File: src/rtl/pipe_ctrl_pkg.sv
// -----------------------------------------------------------------------------
// pipe_ctrl_pkg
// Shared definitions for the pipeline stall/flush sequencer:
//   - state_e       : sequencer states (RUN, MD_WAIT, HALT)
//   - MD_LAT_DEF    : default mul/div occupancy of EX, in cycles
//   - MEM_TO_DEF    : default memory-wait timeout, in cycles
//   - STALL_W       : width of the saturating stall-cycle counter
//   - sat_inc_stall : saturating increment for the stall counter
// -----------------------------------------------------------------------------
package pipe_ctrl_pkg;

    typedef enum logic [1:0] {
        ST_RUN     = 2'd0,
        ST_MD_WAIT = 2'd1,
        ST_HALT    = 2'd2
    } state_e;

    localparam int MD_LAT_DEF = 4;
    localparam int MEM_TO_DEF = 255;
    localparam int STALL_W    = 16;

    function automatic logic [STALL_W-1:0] sat_inc_stall(input logic [STALL_W-1:0] v);
        if (v == {STALL_W{1'b1}}) begin
            return v;
        end
        return v + {{(STALL_W-1){1'b0}}, 1'b1};
    endfunction

endpackage

File: src/rtl/ctrl_down_counter.sv
// -----------------------------------------------------------------------------
// ctrl_down_counter
// Loadable down-counter with a zero flag. Load has priority over decrement;
// decrementing stops at zero.
// Ports:
//   clk        in  clock, rising edge
//   rst_n      in  asynchronous active-low reset (count clears to 0)
//   load_i     in  load load_val_i this cycle
//   load_val_i in  W-bit load value
//   dec_i      in  decrement this cycle (ignored at zero)
//   zero_o     out count is zero
// -----------------------------------------------------------------------------
module ctrl_down_counter #(
    parameter int W = 2
) (
    input  logic         clk,
    input  logic         rst_n,
    input  logic         load_i,
    input  logic [W-1:0] load_val_i,
    input  logic         dec_i,
    output logic         zero_o
);

    logic [W-1:0] cnt_q;
    logic [W-1:0] cnt_d;

    always_comb begin
        cnt_d = cnt_q;
        if (load_i) begin
            cnt_d = load_val_i;
        end else if (dec_i && (cnt_q != '0)) begin
            cnt_d = cnt_q - {{(W-1){1'b0}}, 1'b1};
        end
    end

    always_ff @(posedge clk or negedge rst_n) begin
        if (!rst_n) begin
            cnt_q <= '0;
        end else begin
            cnt_q <= cnt_d;
        end
    end

    assign zero_o = (cnt_q == '0);

endmodule

File: src/rtl/pipeline_ctrl.sv
// -----------------------------------------------------------------------------
// pipeline_ctrl
// Central stall/flush sequencer for the 5-stage pipeline. Combines load-use
// stalls, branch/jump redirects, the mul/div occupancy, data-memory waits and
// halt into write enables and bubble strobes for the PC and every pipeline
// register. Outputs are combinational from state and inputs.
// Ports:
//   clk, rst_n                  clock / asynchronous active-low reset
//   loaduse_stall               load-use hazard from the hazard unit
//   branch_taken                taken branch resolved in EX
//   jump                        jump decoded in ID
//   md_start                    mul/div op present in EX
//   dmem_req, dmem_ready        MEM-stage access handshake
//   halt                        halt instruction retiring in WB
//   pc_we .. memwb_we           register write enables
//   ifid_flush .. memwb_flush   bubble-insert strobes
//   md_busy                     state is MD_WAIT
//   halted                      state is HALT
//   mem_err                     sticky memory-timeout flag
//   stall_cnt                   saturating count of pc_we=0 cycles outside HALT
// -----------------------------------------------------------------------------
module pipeline_ctrl
    import pipe_ctrl_pkg::*;
#(
    parameter int MD_LAT      = MD_LAT_DEF,
    parameter int MEM_TIMEOUT = MEM_TO_DEF
) (
    input  logic               clk,
    input  logic               rst_n,
    input  logic               loaduse_stall,
    input  logic               branch_taken,
    input  logic               jump,
    input  logic               md_start,
    input  logic               dmem_req,
    input  logic               dmem_ready,
    input  logic               halt,
    output logic               pc_we,
    output logic               ifid_we,
    output logic               idex_we,
    output logic               exmem_we,
    output logic               memwb_we,
    output logic               ifid_flush,
    output logic               idex_flush,
    output logic               exmem_flush,
    output logic               memwb_flush,
    output logic               md_busy,
    output logic               halted,
    output logic               mem_err,
    output logic [STALL_W-1:0] stall_cnt
);

    // md_cnt only ever holds MD_LAT-2, so $clog2(MD_LAT) bits suffice.
    localparam int MD_W = $clog2(MD_LAT);

    state_e             state_q, state_d;
    logic [15:0]        to_cnt_q, to_cnt_d;
    logic               mem_err_q, mem_err_d;
    logic [STALL_W-1:0] stall_cnt_q, stall_cnt_d;

    logic               md_load, md_dec, md_zero;
    logic [16:0]        to_inc;
    logic               mem_wait;

    // Unreset-gated enables/flushes; gated by rst_n at the ports.
    logic pc_we_c, ifid_we_c, idex_we_c, exmem_we_c, memwb_we_c;
    logic ifid_fl_c, idex_fl_c, exmem_fl_c, memwb_fl_c;

    ctrl_down_counter #(.W(MD_W)) u_md_cnt (
        .clk        (clk),
        .rst_n      (rst_n),
        .load_i     (md_load),
        .load_val_i (MD_W'(MD_LAT - 2)),
        .dec_i      (md_dec),
        .zero_o     (md_zero)
    );

    assign mem_wait = dmem_req && !dmem_ready && (state_q != ST_HALT);
    assign to_inc   = {1'b0, to_cnt_q} + 17'd1;

    always_comb begin
        pc_we_c    = 1'b1;
        ifid_we_c  = 1'b1;
        idex_we_c  = 1'b1;
        exmem_we_c = 1'b1;
        memwb_we_c = 1'b1;
        ifid_fl_c  = 1'b0;
        idex_fl_c  = 1'b0;
        exmem_fl_c = 1'b0;
        memwb_fl_c = 1'b0;
        md_load    = 1'b0;
        md_dec     = 1'b0;
        to_cnt_d   = '0;
        state_d    = state_q;
        mem_err_d  = mem_err_q;

        if (state_q == ST_HALT) begin
            pc_we_c    = 1'b0;
            ifid_we_c  = 1'b0;
            idex_we_c  = 1'b0;
            exmem_we_c = 1'b0;
            memwb_we_c = 1'b0;
        end else begin
            if (mem_wait) begin
                // Hold everything up to MEM; WB receives a bubble.
                pc_we_c    = 1'b0;
                ifid_we_c  = 1'b0;
                idex_we_c  = 1'b0;
                exmem_we_c = 1'b0;
                memwb_fl_c = 1'b1;
                to_cnt_d   = to_inc[15:0];
                if (to_inc == 17'(MEM_TIMEOUT)) begin
                    mem_err_d = 1'b1;
                    state_d   = ST_HALT;
                end
            end else if (state_q == ST_MD_WAIT) begin
                if (!md_zero) begin
                    pc_we_c    = 1'b0;
                    ifid_we_c  = 1'b0;
                    idex_we_c  = 1'b0;
                    exmem_fl_c = 1'b1;
                    md_dec     = 1'b1;
                end else begin
                    // Release cycle: defaults, md_start not re-sampled.
                    state_d = ST_RUN;
                end
            end else if (md_start && !branch_taken) begin
                pc_we_c    = 1'b0;
                ifid_we_c  = 1'b0;
                idex_we_c  = 1'b0;
                exmem_fl_c = 1'b1;
                md_load    = 1'b1;
                state_d    = ST_MD_WAIT;
            end else if (branch_taken) begin
                ifid_fl_c = 1'b1;
                idex_fl_c = 1'b1;
            end else if (loaduse_stall) begin
                pc_we_c   = 1'b0;
                ifid_we_c = 1'b0;
                idex_fl_c = 1'b1;
            end else if (jump) begin
                ifid_fl_c = 1'b1;
            end

            // The retiring halt completes normally; the pipeline stops after it.
            if (halt) begin
                state_d = ST_HALT;
            end
        end

        stall_cnt_d = stall_cnt_q;
        if (!pc_we_c && (state_q != ST_HALT)) begin
            stall_cnt_d = sat_inc_stall(stall_cnt_q);
        end
    end

    always_ff @(posedge clk or negedge rst_n) begin
        if (!rst_n) begin
            state_q     <= ST_RUN;
            to_cnt_q    <= '0;
            mem_err_q   <= 1'b0;
            stall_cnt_q <= '0;
        end else begin
            state_q     <= state_d;
            to_cnt_q    <= to_cnt_d;
            mem_err_q   <= mem_err_d;
            stall_cnt_q <= stall_cnt_d;
        end
    end

    // All enables and strobes are forced low while reset is held.
    assign pc_we       = rst_n & pc_we_c;
    assign ifid_we     = rst_n & ifid_we_c;
    assign idex_we     = rst_n & idex_we_c;
    assign exmem_we    = rst_n & exmem_we_c;
    assign memwb_we    = rst_n & memwb_we_c;
    assign ifid_flush  = rst_n & ifid_fl_c;
    assign idex_flush  = rst_n & idex_fl_c;
    assign exmem_flush = rst_n & exmem_fl_c;
    assign memwb_flush = rst_n & memwb_fl_c;

    assign md_busy   = (state_q == ST_MD_WAIT);
    assign halted    = (state_q == ST_HALT);
    assign mem_err   = mem_err_q;
    assign stall_cnt = stall_cnt_q;

endmodule

File: config.mk
export PLATFORM = sky130hd
export DESIGN_NAME = pipeline_ctrl
export DESIGN_NICKNAME = d
export VERILOG_FILES = /design/src/rtl/pipe_ctrl_pkg.sv /design/src/rtl/ctrl_down_counter.sv /design/src/rtl/pipeline_ctrl.sv
export SDC_FILE = /design/constraint.sdc
export NUM_CORES = 1
export LEC_CHECK = 0
export BUFFER_PORTS_ARGS = -buffer_cell sky130_fd_sc_hd__buf_2
export CAP_MARGIN = 10
export CORE_MARGIN = 4
export CORE_UTILIZATION = 60
export CTS_CLUSTER_DIAMETER = 60
export DETAILED_ROUTE_END_ITERATION = 10
export GPL_TIMING_DRIVEN = 0
export PLACE_DENSITY = 0.85
export SYNTH_ARGS = -nofsm -noshare
export SYNTH_HDL_FRONTEND = slang
export SYNTH_SLANG_ARGS = --single-unit
File: constraint.sdc
create_clock -name clk -period 6.8 [get_ports clk]
set_input_delay 1.36 -clock clk [delete_from_list [all_inputs] [get_ports clk]]
set_output_delay 1.36 -clock clk [all_outputs]
set_load 0.02 [all_outputs]
==> impl_metrics.env <==
export IMPL_power_per_cell_area_nw_per_um2=169.8
export IMPL_synthAdderAreaFrac_pct=2.398
export IMPL_postCtsHoldBufs=0
export IMPL_ios=37
export IMPL_clock_sink_count=37
export IMPL_yosysTopAreaCellShare_pct=44.36
export IMPL_clock_latency_ps=350
export IMPL_drv_slew=0
export IMPL_yosys_area_top_type="dfrtp_1"
export IMPL_drc=0
export IMPL_postCtsSetupRepairBufs=0
export IMPL_p_int_uw=318.5
export IMPL_cp_required_ps=5440
export IMPL_outcome="complete, no violations"
export IMPL_nNetsFinal=277
export IMPL_crit_start="rst_n"
export IMPL_synth_simple_gate_area_share_pct=24.28
export IMPL_fin_ws_ps=2478
export IMPL_cts_root_buf="clkbuf_4"
export IMPL_cts_buffers=5
export IMPL_rsz0062_at_grt="false"
export IMPL_swShare_pct=22.19
export IMPL_syn2layout_area_growth_pct=15.47
export IMPL_die_w_um=66.98
export IMPL_htreeDepth=2
export IMPL_avgSynthCellArea_um2=9.443
export IMPL_drt_first_pass_iters=4
export IMPL_ys_types=46
export IMPL_start_util_pct=62.54
export IMPL_hold_viol=0
export IMPL_crit_fanout=38
export IMPL_met3_usage_pct=6.745
export IMPL_fin_crit_sh_pct=63.56
export IMPL_grt_antenna_before_repair=0
export IMPL_grt_use_met1_pct=28.20
export IMPL_pwr_share_clk_pct=39.6
export IMPL_cts_tree="built"
export IMPL_hold_path_class="register to register"
export IMPL_reg2reg_from="to_cnt_q[0]$_DFF_PN0_"
export IMPL_fmax_ghz=0.2314
export IMPL_synth_flop_cell="dfrtp_1"
export IMPL_grt_max_degree=39
export IMPL_finalSetupViolations=0
export IMPL_vias=1781
export IMPL_end_kind="output pin"
export IMPL_setup_tns_ps=0
export IMPL_initialDrtViolationCount=98
export IMPL_synth_top_family_by_area="simple AND/OR/NAND/NOR gates"
export IMPL_leakage_uw=0.001069
export IMPL_drtAntennaViolNets=0
export IMPL_dieArea_um2=4486
export IMPL_synth_warnings=0
export IMPL_syn_nets=234
export IMPL_seqPwrFrac_pct=55.2
export IMPL_ys_top_cells_by_area="dfrtp_1 44%, xnor2_1 10%, nor2_1 3.8%"
export IMPL_grt_pass1_wl_um=7438
export IMPL_vdd_drop_max_mv=0.1095
export IMPL_net_switching_power_uw=90.80
export IMPL_diodes=0
export IMPL_ys_ff_latch=37
export IMPL_grt_ovfl_total=0
export IMPL_critical_path_arrival_ps=2960
export IMPL_vias_per_cell=5.727
export IMPL_crit_type="input port to output pin"
export IMPL_min_from="mem_err$_DFFE_PN0P_"
export IMPL_rr_worst_depth=7
export IMPL_cts_clk_slew_worst_paths_ps=120
export IMPL_busiest_layer="met2"
export IMPL_fin_cells=311
export IMPL_routedWlPerCell_um=13.70
export IMPL_post_dp_hpwl_um=3131
export IMPL_grt_total_usage_pct=22.13
export IMPL_layout_drive_gt1_share_pct=21.89
export IMPL_period_minus_slack_ps=4322
export IMPL_synth_common_cells="37 x dfrtp_1, 24 x xnor2_1, 21 x nor2_1"
export IMPL_core_area_um2=3337
export IMPL_ys_async_sr_fraction_pct=100.0
export IMPL_dpl_worst_slack_ps=2410
export IMPL_synthMuxAreaShare_pct=1.559
export IMPL_max_cap_violations=0
export IMPL_fin_skew_ps=11.73
export IMPL_grt_pass1_vias=1645
export IMPL_start_kind="input port"
export IMPL_yosysMostFrequentCell="dfrtp_1"
export IMPL_cts_resized_gates=0
export IMPL_synth_xor_area_share_pct=11.33
export IMPL_tightest_slew_ps=815.6
export IMPL_gp_congestion=0.8779
export IMPL_met2_usage_pct=35.02
export IMPL_synthesis_area_um2=2087
export IMPL_routed_wirelength_um=4261
export IMPL_slew_headroom_pct=45.63
export IMPL_postSynthCellCount=221
export IMPL_die_h_um=66.98
export IMPL_synth_edf_count=0
export IMPL_hold_depth=1
export IMPL_num_rows=21
export IMPL_dp_cells=303
export IMPL_io_buffers=36
export IMPL_clk_path_buf_depth=2
export IMPL_synth_compound_area_share_pct=12.53
export IMPL_whs_ps=484.8
export IMPL_comb_power_share_pct=5.2
export IMPL_ys_seq_area_share_pct=44.36
metal layers:
metal | wire (um) | share of wire (%)
met1 | 1986 | 47
met2 | 1981 | 46
met3 | 228 | 5.4
met4 | 64 | 1.5
met5 | 0 | 0
cell families (layout without fill, tap and decap cells):
| kind of cell | after synthesis | after routing |
|---|---|---|
| AND/OR/NAND/NOR | 95 | 95 |
| AO/OA/AOI/OAI | 37 | 37 |
| flip-flops | 37 | 37 |
| XOR/XNOR | 27 | 27 |
| buffers and inverters | 18 | 62 |
| adder cells (fa/ha/maj) | 4 | 4 |
| multiplexers | 3 | 3 |
worst max-delay path, cell delays in order:
cell and delay, ps:
buf_2 620, nand2_1 170, inv_1 120, nand2_1 120, a211oi_1 260, buf_4 150, buf_2 150
stage by stage:
stage	power, uW	util (%)	cell area [um2]
floorplan	240.3	-	2087
global placement	251.5	69.67	2325
detailed placement	252.1	69.67	2325
CTS	413.0	72.22	2410
global route	428.2	72.22	2410
finish	409.3	72.22	2410
power by group through the flow:
stage	logic [uW]	registers, uW	clock network [uW]
6_report	21.3	226	162
5_1_grt	24.7	227	177
4_1_cts	21.9	226	165
3_5_place_dp	21.8	230	0
3_3_place_gp	21.4	230	0
2_1_floorplan	7.53	233	0
path summary, 6_finish.rpt:
path / to / slack, ps
worst max register to register: state_q[1]$_DFFE_PN0P_ / 4020
worst min register to register: mem_err$_DFFE_PN0P_ / 480
max in group asynchronous: stall_cnt[2]$_DFFE_PN0P_ / 5190
worst min-delay path: mem_err$_DFFE_PN0P_ / 480
worst max-delay path: pc_we / 2480
min in group asynchronous: to_cnt_q[7]$_DFF_PN0_ / 1090
flip-flops by register name, summed over array words and instances, names as in the netlist:
name	flops
mem_err	1
stall_cnt	16
state_q	2
to_cnt_q	16
u_md_cnt.cnt_q	2
layout make-up:
class / count / area [um2]
tap: 46 / 57.56
fill: 264 / 927.1
multi-input combinational: 166 / 1087
sequential: 37 / 925.9
timing repair buffer: 36 / 180.2
clock inverter: 1 / 30.03
inverter: 13 / 48.80
buffer: 5 / 25.02
clock buffer: 7 / 55.05
placed cells by master, fill, tap and decap left out, types with 2 or more instances in the layout:
cell / n
a21boi_0: 3
a21o_1: 2
a21o_2: 2
a21oi_1: 7
a22oi_1: 2
and2_1: 2
and3_1: 7
buf_2: 38
clkbuf_1: 3
clkbuf_4: 5
dfrtp_1: 37
ha_1: 4
inv_1: 13
mux2_2: 2
nand2_1: 17
nand2b_1: 2
nand3_1: 11
nand4_1: 12
nor2_1: 21
nor3_1: 6
nor4_1: 6
o211ai_1: 3
o21ai_0: 8
or3_2: 2
xnor2_1: 24
xor2_1: 3
No activity file was read; power rests on OpenSTA's default activity.
